## src/rtl/syscall_responder_if.sv

```systemverilog
`default_nettype none
// +--------------------------------------------------------------------------+
// | Module   : syscall_responder_if                                          |
// | Purpose  : Bundles the three handshake buses of the syscall responder:   |
// |            the request channel from EX, the byte-read channel used for   |
// |            string fetch, and the outgoing character stream.              |
// | Signals  : req_valid/req_ready/req_v0/req_a0  - syscall request          |
// |            mem_req/mem_addr/mem_ack/mem_rdata - string byte fetch        |
// |            char_valid/char_data/char_ready   - character stream          |
// | Modports : slave  - the responder                                        |
// |            master - the environment (EX stage, memory, char consumer)    |
// | Revision : 1.0 - initial release                                         |
// +--------------------------------------------------------------------------+
interface syscall_responder_if;
  logic        req_valid;
  logic        req_ready;
  logic [31:0] req_v0;
  logic [31:0] req_a0;

  logic        mem_req;
  logic [31:0] mem_addr;
  logic        mem_ack;
  logic [7:0]  mem_rdata;

  logic        char_valid;
  logic [7:0]  char_data;
  logic        char_ready;

  modport slave (
    input  req_valid, req_v0, req_a0,
    output req_ready,
    output mem_req, mem_addr,
    input  mem_ack, mem_rdata,
    output char_valid, char_data,
    input  char_ready
  );

  modport master (
    output req_valid, req_v0, req_a0,
    input  req_ready,
    input  mem_req, mem_addr,
    output mem_ack, mem_rdata,
    input  char_valid, char_data,
    output char_ready
  );
endinterface
`default_nettype wire

```

## src/rtl/syscall_responder.sv

```systemverilog
`default_nettype none
// +--------------------------------------------------------------------------+
// | Module   : syscall_responder                                             |
// | Purpose  : Executes syscalls issued from the EX stage: print int to the  |
// |            display register, print char / print string into a char      |
// |            FIFO, exit into a sticky halt. Scans the display register     |
// |            onto an 8-digit multiplexed seven-segment display.            |
// | Ports    : clk, clr_n (async active-low reset)                           |
// |            bus            - request / memory / char-stream buses         |
// |            display_value  - last printed integer                         |
// |            halt           - sticky exit flag                             |
// |            pc_inc_mask    - 2'b11 while halted                           |
// |            bad_syscall    - 1-cycle pulse on an unsupported code         |
// |            seg_an/seg_cat - active-low digit enables and segments {g..a} |
// |            stat_count     - accepted-request count                       |
// | Options  : define SYSCALL_STATS_EN to build the saturating request       |
// |            counter; otherwise stat_count is tied to zero.                |
// | Revision : 1.0 - initial release                                         |
// +--------------------------------------------------------------------------+
module syscall_responder #(
  parameter int FIFO_DEPTH = 8,
  parameter int SCAN_DIV   = 50000,
  parameter int STR_MAX    = 256
) (
  input  wire logic               clk,
  input  wire logic               clr_n,
  syscall_responder_if.slave      bus,
  output logic [31:0]             display_value,
  output logic                    halt,
  output logic [1:0]              pc_inc_mask,
  output logic                    bad_syscall,
  output logic [7:0]              seg_an,
  output logic [6:0]              seg_cat,
  output logic [15:0]             stat_count
);

  localparam int PTR_W  = (FIFO_DEPTH > 1) ? $clog2(FIFO_DEPTH) : 1;
  localparam int CNT_W  = PTR_W + 1;
  localparam int SCAN_W = (SCAN_DIV > 1) ? $clog2(SCAN_DIV) : 1;
  localparam int LEN_W  = $clog2(STR_MAX + 1);

  localparam logic [31:0] SYS_PRINT_INT  = 32'd1;
  localparam logic [31:0] SYS_PRINT_STR  = 32'd4;
  localparam logic [31:0] SYS_EXIT       = 32'd10;
  localparam logic [31:0] SYS_PRINT_CHAR = 32'd11;

  typedef enum logic [1:0] {
    S_IDLE     = 2'd0,
    S_STR_REQ  = 2'd1,
    S_STR_WAIT = 2'd2,
    S_HALTED   = 2'd3
  } state_e;

  state_e            state_q;
  logic [31:0]       display_q;
  logic              halt_q;
  logic              bad_q;
  logic              mem_req_q;
  logic [31:0]       mem_addr_q;
  logic [31:0]       ptr_q;
  logic [LEN_W-1:0]  len_q;

  logic [7:0]        fifo_mem [FIFO_DEPTH];
  logic [PTR_W-1:0]  wr_ptr_q;
  logic [PTR_W-1:0]  rd_ptr_q;
  logic [CNT_W-1:0]  count_q;

  logic [SCAN_W-1:0] scan_cnt_q;
  logic [2:0]        digit_q;

  logic fifo_full, fifo_empty, req_ready, accept;
  logic str_ack, str_end, push, push_ok, pop;
  logic [7:0] push_data;
  logic [3:0] nibble;

  // ---------------------------------------------------------------- control
  assign fifo_full  = (count_q == CNT_W'(FIFO_DEPTH));
  assign fifo_empty = (count_q == '0);
  assign req_ready  = (state_q == S_IDLE) && !halt_q && !fifo_full;
  assign accept     = bus.req_valid && req_ready;

  // A NUL byte or the length limit ends the string; the terminating byte is
  // never queued.
  assign str_ack = (state_q == S_STR_WAIT) && bus.mem_ack;
  assign str_end = (bus.mem_rdata == 8'h00) || (len_q == LEN_W'(STR_MAX - 1));

  assign push      = (accept && (bus.req_v0 == SYS_PRINT_CHAR)) || (str_ack && !str_end);
  assign push_data = (state_q == S_IDLE) ? bus.req_a0[7:0] : bus.mem_rdata;
  assign pop       = !fifo_empty && bus.char_ready;
  // Both push sources are already gated by !fifo_full; the pop term keeps
  // the FIFO itself correct for a push-while-full with a concurrent pop.
  assign push_ok   = push && (!fifo_full || pop);

  always_ff @(posedge clk or negedge clr_n) begin
    if (!clr_n) begin
      state_q    <= S_IDLE;
      display_q  <= 32'h0;
      halt_q     <= 1'b0;
      bad_q      <= 1'b0;
      mem_req_q  <= 1'b0;
      mem_addr_q <= 32'h0;
      ptr_q      <= 32'h0;
      len_q      <= '0;
    end else begin
      bad_q <= 1'b0;
      case (state_q)
        S_IDLE: begin
          if (accept) begin
            case (bus.req_v0)
              SYS_PRINT_INT:  display_q <= bus.req_a0;
              SYS_PRINT_CHAR: ; // handled by the FIFO push path
              SYS_PRINT_STR: begin
                ptr_q   <= bus.req_a0;
                len_q   <= '0;
                state_q <= S_STR_REQ;
              end
              SYS_EXIT: begin
                halt_q  <= 1'b1;
                state_q <= S_HALTED;
              end
              default:        bad_q <= 1'b1;
            endcase
          end
        end
        S_STR_REQ: begin
          // Only fetch when there is room, so the ack can always push.
          if (!fifo_full) begin
            mem_req_q  <= 1'b1;
            mem_addr_q <= ptr_q;
            state_q    <= S_STR_WAIT;
          end
        end
        S_STR_WAIT: begin
          if (bus.mem_ack) begin
            mem_req_q <= 1'b0;
            if (str_end) begin
              state_q <= S_IDLE;
            end else begin
              ptr_q   <= ptr_q + 32'd1;
              len_q   <= len_q + LEN_W'(1);
              state_q <= S_STR_REQ;
            end
          end
        end
        S_HALTED: state_q <= S_HALTED;
        default:  state_q <= S_IDLE;
      endcase
    end
  end

  // ------------------------------------------------------------------- FIFO
  always_ff @(posedge clk) begin
    if (push_ok) begin
      fifo_mem[wr_ptr_q] <= push_data;
    end
  end

  always_ff @(posedge clk or negedge clr_n) begin
    if (!clr_n) begin
      wr_ptr_q <= '0;
      rd_ptr_q <= '0;
      count_q  <= '0;
    end else begin
      if (push_ok) wr_ptr_q <= wr_ptr_q + PTR_W'(1);
      if (pop)     rd_ptr_q <= rd_ptr_q + PTR_W'(1);
      case ({push_ok, pop})
        2'b10:   count_q <= count_q + CNT_W'(1);
        2'b01:   count_q <= count_q - CNT_W'(1);
        default: count_q <= count_q;
      endcase
    end
  end

  // ----------------------------------------------------------- display scan
  always_ff @(posedge clk or negedge clr_n) begin
    if (!clr_n) begin
      scan_cnt_q <= '0;
      digit_q    <= 3'd0;
    end else if (scan_cnt_q == SCAN_W'(SCAN_DIV - 1)) begin
      scan_cnt_q <= '0;
      digit_q    <= digit_q + 3'd1;
    end else begin
      scan_cnt_q <= scan_cnt_q + SCAN_W'(1);
    end
  end

  assign nibble = display_q[{digit_q, 2'b00} +: 4];

  always_comb begin
    seg_cat = 7'b1111111;
    case (nibble)
      4'h0: seg_cat = 7'b1000000;
      4'h1: seg_cat = 7'b1111001;
      4'h2: seg_cat = 7'b0100100;
      4'h3: seg_cat = 7'b0110000;
      4'h4: seg_cat = 7'b0011001;
      4'h5: seg_cat = 7'b0010010;
      4'h6: seg_cat = 7'b0000010;
      4'h7: seg_cat = 7'b1111000;
      4'h8: seg_cat = 7'b0000000;
      4'h9: seg_cat = 7'b0010000;
      4'hA: seg_cat = 7'b0001000;
      4'hB: seg_cat = 7'b0000011;
      4'hC: seg_cat = 7'b1000110;
      4'hD: seg_cat = 7'b0100001;
      4'hE: seg_cat = 7'b0000110;
      4'hF: seg_cat = 7'b0001110;
      default: seg_cat = 7'b1111111;
    endcase
  end

  assign seg_an = ~(8'b0000_0001 << digit_q);

  // ------------------------------------------------------------- statistics
`ifdef SYSCALL_STATS_EN
  logic [15:0] stat_q;
  always_ff @(posedge clk or negedge clr_n) begin
    if (!clr_n) begin
      stat_q <= 16'h0;
    end else if (accept && (stat_q != 16'hFFFF)) begin
      stat_q <= stat_q + 16'd1;
    end
  end
  assign stat_count = stat_q;
`else
  assign stat_count = 16'h0;
`endif

  // ---------------------------------------------------------------- outputs
  assign bus.req_ready  = req_ready;
  assign bus.mem_req    = mem_req_q;
  assign bus.mem_addr   = mem_addr_q;
  assign bus.char_valid = !fifo_empty;
  // Hold the stream data at zero while empty so it never shows stale bytes.
  assign bus.char_data  = fifo_empty ? 8'h00 : fifo_mem[rd_ptr_q];
  assign display_value  = display_q;
  assign halt           = halt_q;
  assign pc_inc_mask    = {halt_q, halt_q};
  assign bad_syscall    = bad_q;

endmodule
`default_nettype wire

```

## src/flat_wrapper.sv

```systemverilog
// flat-port wrapper written by rule: the top's interface ports become plain ports
module syscall_responder_flat 
#(
  parameter int FIFO_DEPTH = 8,
  parameter int SCAN_DIV   = 50000,
  parameter int STR_MAX    = 256
)
  (clk, clr_n, display_value, halt, pc_inc_mask, bad_syscall, seg_an, seg_cat, stat_count, bus_req_valid, bus_req_v0, bus_req_a0, bus_req_ready, bus_mem_req, bus_mem_addr, bus_mem_ack, bus_mem_rdata, bus_char_valid, bus_char_data, bus_char_ready);
  syscall_responder_if bus_i ();
  input  wire logic clk;
  input  wire logic clr_n;
  output logic [31:0] display_value;
  output logic halt;
  output logic [1:0] pc_inc_mask;
  output logic bad_syscall;
  output logic [7:0] seg_an;
  output logic [6:0] seg_cat;
  output logic [15:0] stat_count;
  input wire logic [$bits(bus_i.req_valid)-1:0] bus_req_valid;
  input wire logic [$bits(bus_i.req_v0)-1:0] bus_req_v0;
  input wire logic [$bits(bus_i.req_a0)-1:0] bus_req_a0;
  output wire logic [$bits(bus_i.req_ready)-1:0] bus_req_ready;
  output wire logic [$bits(bus_i.mem_req)-1:0] bus_mem_req;
  output wire logic [$bits(bus_i.mem_addr)-1:0] bus_mem_addr;
  input wire logic [$bits(bus_i.mem_ack)-1:0] bus_mem_ack;
  input wire logic [$bits(bus_i.mem_rdata)-1:0] bus_mem_rdata;
  output wire logic [$bits(bus_i.char_valid)-1:0] bus_char_valid;
  output wire logic [$bits(bus_i.char_data)-1:0] bus_char_data;
  input wire logic [$bits(bus_i.char_ready)-1:0] bus_char_ready;
  assign bus_i.req_valid = bus_req_valid;
  assign bus_i.req_v0 = bus_req_v0;
  assign bus_i.req_a0 = bus_req_a0;
  assign bus_req_ready = bus_i.req_ready;
  assign bus_mem_req = bus_i.mem_req;
  assign bus_mem_addr = bus_i.mem_addr;
  assign bus_i.mem_ack = bus_mem_ack;
  assign bus_i.mem_rdata = bus_mem_rdata;
  assign bus_char_valid = bus_i.char_valid;
  assign bus_char_data = bus_i.char_data;
  assign bus_i.char_ready = bus_char_ready;
  syscall_responder #(.FIFO_DEPTH(FIFO_DEPTH), .SCAN_DIV(SCAN_DIV), .STR_MAX(STR_MAX)) u_core (.clk(clk), .clr_n(clr_n), .bus(bus_i), .display_value(display_value), .halt(halt), .pc_inc_mask(pc_inc_mask), .bad_syscall(bad_syscall), .seg_an(seg_an), .seg_cat(seg_cat), .stat_count(stat_count));
endmodule
```

## config.mk

```make
export PLATFORM = sky130hd
export DESIGN_NAME = syscall_responder_flat
export DESIGN_NICKNAME = d
export VERILOG_FILES = /design/src/rtl/syscall_responder_if.sv /design/src/rtl/syscall_responder.sv /design/src/flat_wrapper.sv
export SDC_FILE = /design/constraint.sdc
export NUM_CORES = 1
export LEC_CHECK = 0
export BUFFER_PORTS_ARGS = -buffer_cell sky130_fd_sc_hd__clkbuf_2
export CAP_MARGIN = 5
export CORE_UTILIZATION = 62
export CTS_BUF_LIST = sky130_fd_sc_hd__clkbuf_4
export DETAILED_ROUTE_END_ITERATION = 7
export PLACE_DENSITY = 0.84
export SKIP_CTS_REPAIR_TIMING = 1
export SYNTH_ARGS = -nofsm -noshare
export SYNTH_HDL_FRONTEND = slang
export SYNTH_SLANG_ARGS = --single-unit
export TNS_END_PERCENT = 100
```

## constraint.sdc

```tcl
create_clock -name clk -period 5.4 [get_ports clk]
set_input_delay 0.27 -clock clk [delete_from_list [all_inputs] [get_ports clk]]
set_output_delay 0.27 -clock clk [all_outputs]
set_load 0.01 [all_outputs]
```

==> results of run 1 <==
[state kept, by name, summed over array words and instances, names as in the netlist, 2 cells and up]
name	cells
u_core.fifo_mem	64
u_core.bus.mem_addr	32
u_core.display_value	32
u_core.ptr_q	32
u_core.scan_cnt_q	16
u_core.len_q	9
u_core.count_q	4
u_core.digit_q	3
u_core.rd_ptr_q	3
u_core.wr_ptr_q	3
u_core.state_q	2
[worst reg2reg max path, cell delays in order (launching register included)]
cell       delay (ns)
dfrtp_1          0.49
nor2b_4          0.19
buf_4            0.51
o2111ai_2        0.24
nor2_1           0.19
nor2_2           0.13
nor3_1           1.01
[layer usage]
| layer | routed length [um] | vias to the layer above | global-route usage, % |
|---|---|---|---|
| met5 | 0 | - | 0.588 |
| li1 | - | 3559 | - |
| met4 | 1070 | 0 | 16.0 |
| met3 | 1420 | 68 | 5.24 |
| met1 | 9740 | 3810 | 38.2 |
| met2 | 12000 | 315 | 47.7 |
[cell type report]
cell class                 instances  area, um2
clock inverter                    17       92.6
multi-input combinational        560       4300
sequential                       203       5400
antenna                            1       2.50
fill                            1061       3850
timing repair buffer             217       1300
inverter                          17       63.8
clock buffer                      73        548
tap                              216        270
[cells in the mapped netlist (13+ instances only)]
cell type    n  area share (%)
a21oi_1     41             2.0
a31oi_1     17             1.1
buf_4       21             1.6
clkbuf_1    26            0.97
dfrtp_1    139              35
edfxtp_1    64              19
ha_1        21             2.6
inv_1       16            0.60
mux2_2      75             8.4
mux2i_1     13             1.3
mux4_2      22             4.9
nand2_1     41             1.5
nand3_1     24             1.2
nand4_1     18             1.1
nor2_1      73             2.7
nor3_1      17            0.85
o22a_1      20             1.7
xor2_1      14             1.2
[how the worst min path moves through the flow]
stage | start | endpoint | slack, ns | depth (start not counted)
2_1_floorplan | clr_n | u_core.bad_syscall | -0.03 | 0
3_3_place_gp | clr_n | u_core.bad_syscall | 0.31 | 1
3_5_place_dp | clr_n | u_core.bad_syscall | 0.30 | 1
4_1_cts | clr_n | u_core.ptr_q[5] | -0.39 | 1
5_1_grt | bus_mem_rdata[3] | u_core.fifo_mem[5][3] | 0.04 | 2
6_report | bus_mem_rdata[0] | u_core.fifo_mem[5][0] | 0.04 | 2
[power groups by stage]
stage | Clock (mW) | Combinational [mW] | Sequential [mW]
detailed placement | 0 | 1.02 | 2.28
finish | 1.28 | 1.04 | 2.26
floorplan | 0 | 0.719 | 2.16
global placement | 0 | 0.987 | 2.27
CTS | 1.30 | 1.03 | 2.26
global route | 1.38 | 1.15 | 2.31
[kinds of logic (layout without fill, tap and decap cells)]
family / after synthesis / count (layout) / share of synthesized area (%)
AO/OA/AOI/OAI: 150 / 150 / 10.3
multiplexers: 113 / 113 / 15.0
other: 1 / 17 / 0.0374
buffers and inverters: 82 / 324 / 4.22
adder cells (fa/ha/maj): 21 / 21 / 2.62
AND/OR/NAND/NOR: 235 / 235 / 11.8
XOR/XNOR: 25 / 25 / 2.18
flip-flops: 203 / 203 / 53.8
==> reports/results.tsv, run 1 <==
metric	value	unit
status	finished clean	
setup_ws	1.75	ns
critPathMaxFanout	13	
seq_power_share	49.4	%
timing.critical_path.from	u_core.digit_q[1]	
p_switching	1.47	mW
hold_class	input pin to flip-flop	
first_pass_iters	6	
drv_slew	0	
area_delta_synth_final	19.3	%
port_buffers	170	
cts_tree	done	
ys_ff_latch	203	
cp-endpoint	seg_cat[6]	
clock_power_share	27.9	%
crit_type	flip-flop to output port	
r2r-start	u_core.state_q[1]	
grt_pass1_wl	37500	um
final_common_cell	clkbuf_2	
grt-ovfl-total	0	
tightestPinTransition	1.21	ns
rrSetupSlack	2.25	ns
initial_core_util	63.4	%
place_hpwl	16600	um
post-route-util	75.6	%
grt_start_max_net_pins	72	
internal_power	3.12	mW
finalCritPeriodShare	67.7	%
synth_seq_area_share	53.8	%
cts.sinks	203	
globalplace.congestion	0.881	
syn-cell-area	0.0100	mm2
avgRoutedWirePerCell	18.6	um
cellPowerDensity	383	mW/mm2
final_hold_viol_count	0	
cts_buffers	51	
cp-end-kind	output port	
track_usage	29.5	%
fin_crit	3.65	ns
final_antenna_net_count	0	
relSlewSlack	18.5	%
max_freq	0.274	GHz
crit_arrival	3.38	ns
drt_iter0_drc	652	
drive_gt1_share	33.8	%
dieArea	0.0167	mm2
syn_avg_cell_area	12.1	um2
ys_types	73	
core	0.0158	mm2
p_sw_share	32.0	%
critical_path_depth	8	
dpl.cell_count	1177	
async_flop_share	68.5	%
post_dp_cell_area	0.0110	mm2
cp_top_family	multiplexers	
clockBufferDepth	3	
synth_ff_type	dfrtp_1	
setup_viol	0	
preCtsSetupSlack	2.27	ns
design_area	0.0120	mm2
path_cells	mux4_2 > mux2i_1 > inv_1 > ha_1 > nand2b_1 > a21boi_0 > o21ai_0 > clkbuf_2	
finClkSkew	0.0268	ns
antenna_found_initial	1	
synth-edff-count	64	
fp-row-count	46	
finalSetupTns	0	ns
synthesis.instances	830	
cp.required	5.13	ns
vdd_drop_max	0.341	mV
nets	1148	
grt_pass1_vias	7399	
crit_buf_inv	2	
route.vias.total	7752	
critPathLaunchType	flip-flop	
die_h	129	um
yosysWarnings	0	
routed_wl	24300	um
drc	0	
final_cell_count_no_fill	1304	
viasPerCell	5.94	
crit_path_top_delay_cell	dfrtp_1	
r2r-end	u_core.fifo_mem[3][3]	
grt_setup_unrepaired	false	
reg2regPathDepth	6	
p_leak	5.34	nW
drv_cap	0	
htreeDepth	2	
final_cell_mix	169 x clkbuf_2, 139 x dfrtp_1, 75 x mux2_2	
finalPower	4.58	mW
die_w	129	um
critical-path-max-stage-delay	0.74	ns
fin_hold_ws	0.0389	ns
worstSkewPairLatency	0.67	ns
num_io_pins	187	
combinationalPowerShare	22.7	%
clk_pin_slew	0.07	ns
root_buffer	clkbuf_4	
(Power assumes the default switching activity.)
==> run 2, diff against run 1 <==
- CORE_UTILIZATION: 62 -> 58
- PLACE_DENSITY: 0.84 -> 0.79
- clock period: 5.4 -> 3.8 ns (I/O delays scaled with it)
==> run 2 against run 1 <==
The run now ends with hold timing left; sequential power increased by 42%; first-iteration DRC count is 0.61% higher; highest routed layer unchanged; critical endpoint unchanged; non-clock buffer count rose by 16; critical path depth is the same; largest cell class unchanged.
==> reports/results.tsv, run 2 (synthesis gave the netlist of run 1 again) <==
metric	value	unit	change
nets	1163		+1.3%
grt-ovfl-total	0		unchanged
fin_crit	3.33	ns	
violations	hold timing		
final_antenna_net_count	0		unchanged
finalPower	6.49	mW	+41%
drc	0		unchanged
relSlewSlack	30.6	%	+12 points
drv_cap	0		unchanged
dieArea	0.0178	mm2	+6.8%
clk_pin_slew	0.06	ns	about the same
antenna_found_initial	1		unchanged
avgRoutedWirePerCell	18.7	um	+0.34%
first_pass_iters	5		-1
place_hpwl	16800	um	+1.0%
drt_iter0_drc	656		+0.61%
finClkSkew	0.0202	ns	-0.00657 ns
cellPowerDensity	536	mW/mm2	+40%
track_usage	27.8	%	-1.7 points
area_delta_synth_final	20.5	%	
grt_pass1_vias	7401		+0.027%
crit_arrival	3.14	ns	-0.24 ns
setup_viol	0		unchanged
cts_buffers	50		-2.0%
post-route-util	72.2	%	-3.4 points
crit_path_top_delay_cell	dfrtp_2		
routed_wl	24600	um	+1.6%
drv_slew	0		unchanged
max_freq	0.300	GHz	
top_register	u_core.fifo_mem		
critPathLaunchType	flip-flop		
clockBufferDepth	3		unchanged
status	finished, violations left		
critPathMaxFanout	13		unchanged
cts.sinks	203		unchanged
path_cells	mux4_2 > mux2i_1 > inv_1 > ha_1 > nand2b_1 > a21boi_0 > o21ai_0 > clkbuf_2		
crit_type	flip-flop to output port		
cts_tree	done		
globalplace.congestion	0.852		-3.2%
core	0.0168	mm2	+5.9%
die_h	134	um	+3.3%
critical-path-max-stage-delay	0.57	ns	-0.17 ns
final_hold_viol_count	1		+1
port_buffers	170		unchanged
final_common_cell	clkbuf_2		
grt_setup_unrepaired	false		
hold_class	input pin to flip-flop		
vdd_drop_max	0.455	mV	+33%
drive_gt1_share	34.3	%	+0.54 points
cp-end-kind	output port		
finalCritPeriodShare	87.7	%	
tightestPinTransition	1.04	ns	-0.173 ns
grt_start_max_net_pins	97		+35%
finalSetupTns	0	ns	unchanged
route.vias.total	7792		+0.52%
viasPerCell	5.90		-0.70%
largest_reg_flops	64		unchanged
fin_hold_ws	-0.0115	ns	-0.0504 ns
htreeDepth	2		unchanged
num_io_pins	187		unchanged
design_area	0.0121	mm2	+1.1%
cp.required	3.61	ns	-1.52 ns
grt_pass1_wl	38200	um	+1.9%
worstSkewPairLatency	0.63	ns	-0.04 ns
fillers	1205		+14%
root_buffer	clkbuf_4		
initial_core_util	59.9	%	-3.5 points
post_dp_cell_area	0.0110	mm2	+0.62%
fp-row-count	47		+2.2%
die_w	134	um	+3.3%
final_cell_mix	169 x clkbuf_2, 138 x dfrtp_1, 75 x mux2_2		
p_leak	5.41	nW	+1.5%
-- run 2: layout make-up --
class,instances,area [um2],share of cell area (%)
sequential,203,5400,44.6
multi-input combinational,560,4290,35.5
timing repair buffer,233,1440,11.9
clock buffer,74,556,4.59
tap,220,275,2.27
clock inverter,12,73.8,0.610
inverter,17,63.8,0.527
antenna,1,2.50,0.0207
-- run 2: final timing paths --
| check | startpoint | endpoint | slack (ns) | cells past startpoint |
|---|---|---|---|---|
| max in group asynchronous | clr_n | u_core.digit_q[1] | 2.68 | 3 |
| min in group asynchronous | clr_n | u_core.bad_syscall | 0.21 | 2 |
| worst max-delay path | u_core.digit_q[1] | seg_cat[6] | 0.47 | 8 |
| worst min-delay path | bus_req_v0[3] | u_core.bad_syscall | -0.01 | 5 |
| worst max register to register | u_core.len_q[0] | u_core.count_q[2] | 0.79 | 16 |
| worst min register to register | u_core.scan_cnt_q[0] | u_core.scan_cnt_q[0] | 0.49 | 1 |
-- run 2: worst max-delay path, delay by kind of cell (launching register included) --
kind	cells	cell delay, ns
buffers and inverters	2	0.31
muxes	2	0.99
and+or+nand+nor	1	0.11
DFF	1	0.57
AOI/OAI and AO/OA	2	0.29
adders and majority gates	1	0.25
-- run 2: routing by layer --
| metal | wire, um | global-route usage [%] |
|---|---|---|
| met1 | 9970 | 36.4 |
| met2 | 12500 | 45.8 |
| met3 | 1480 | 4.83 |
| met4 | 716 | 11.9 |
| met5 | 0 | 0 |
-- run 2: power by group --
group / internal [mW] / switching [mW]
clock network: 0.954 / 0.832
registers: 2.67 / 0.537
logic: 0.827 / 0.668
-- run 2: per-stage QoR --
step	cells	worst slack (ns)	hold slack, ns
2_1_floorplan	845	0.915	-0.106
3_3_place_gp	1190	0.864	0.336
3_5_place_dp	1190	0.792	0.331
4_1_cts	1276	0.252	-0.360
5_1_grt	1320	0.206	0.00385
6_report	1320	0.469	-0.0115
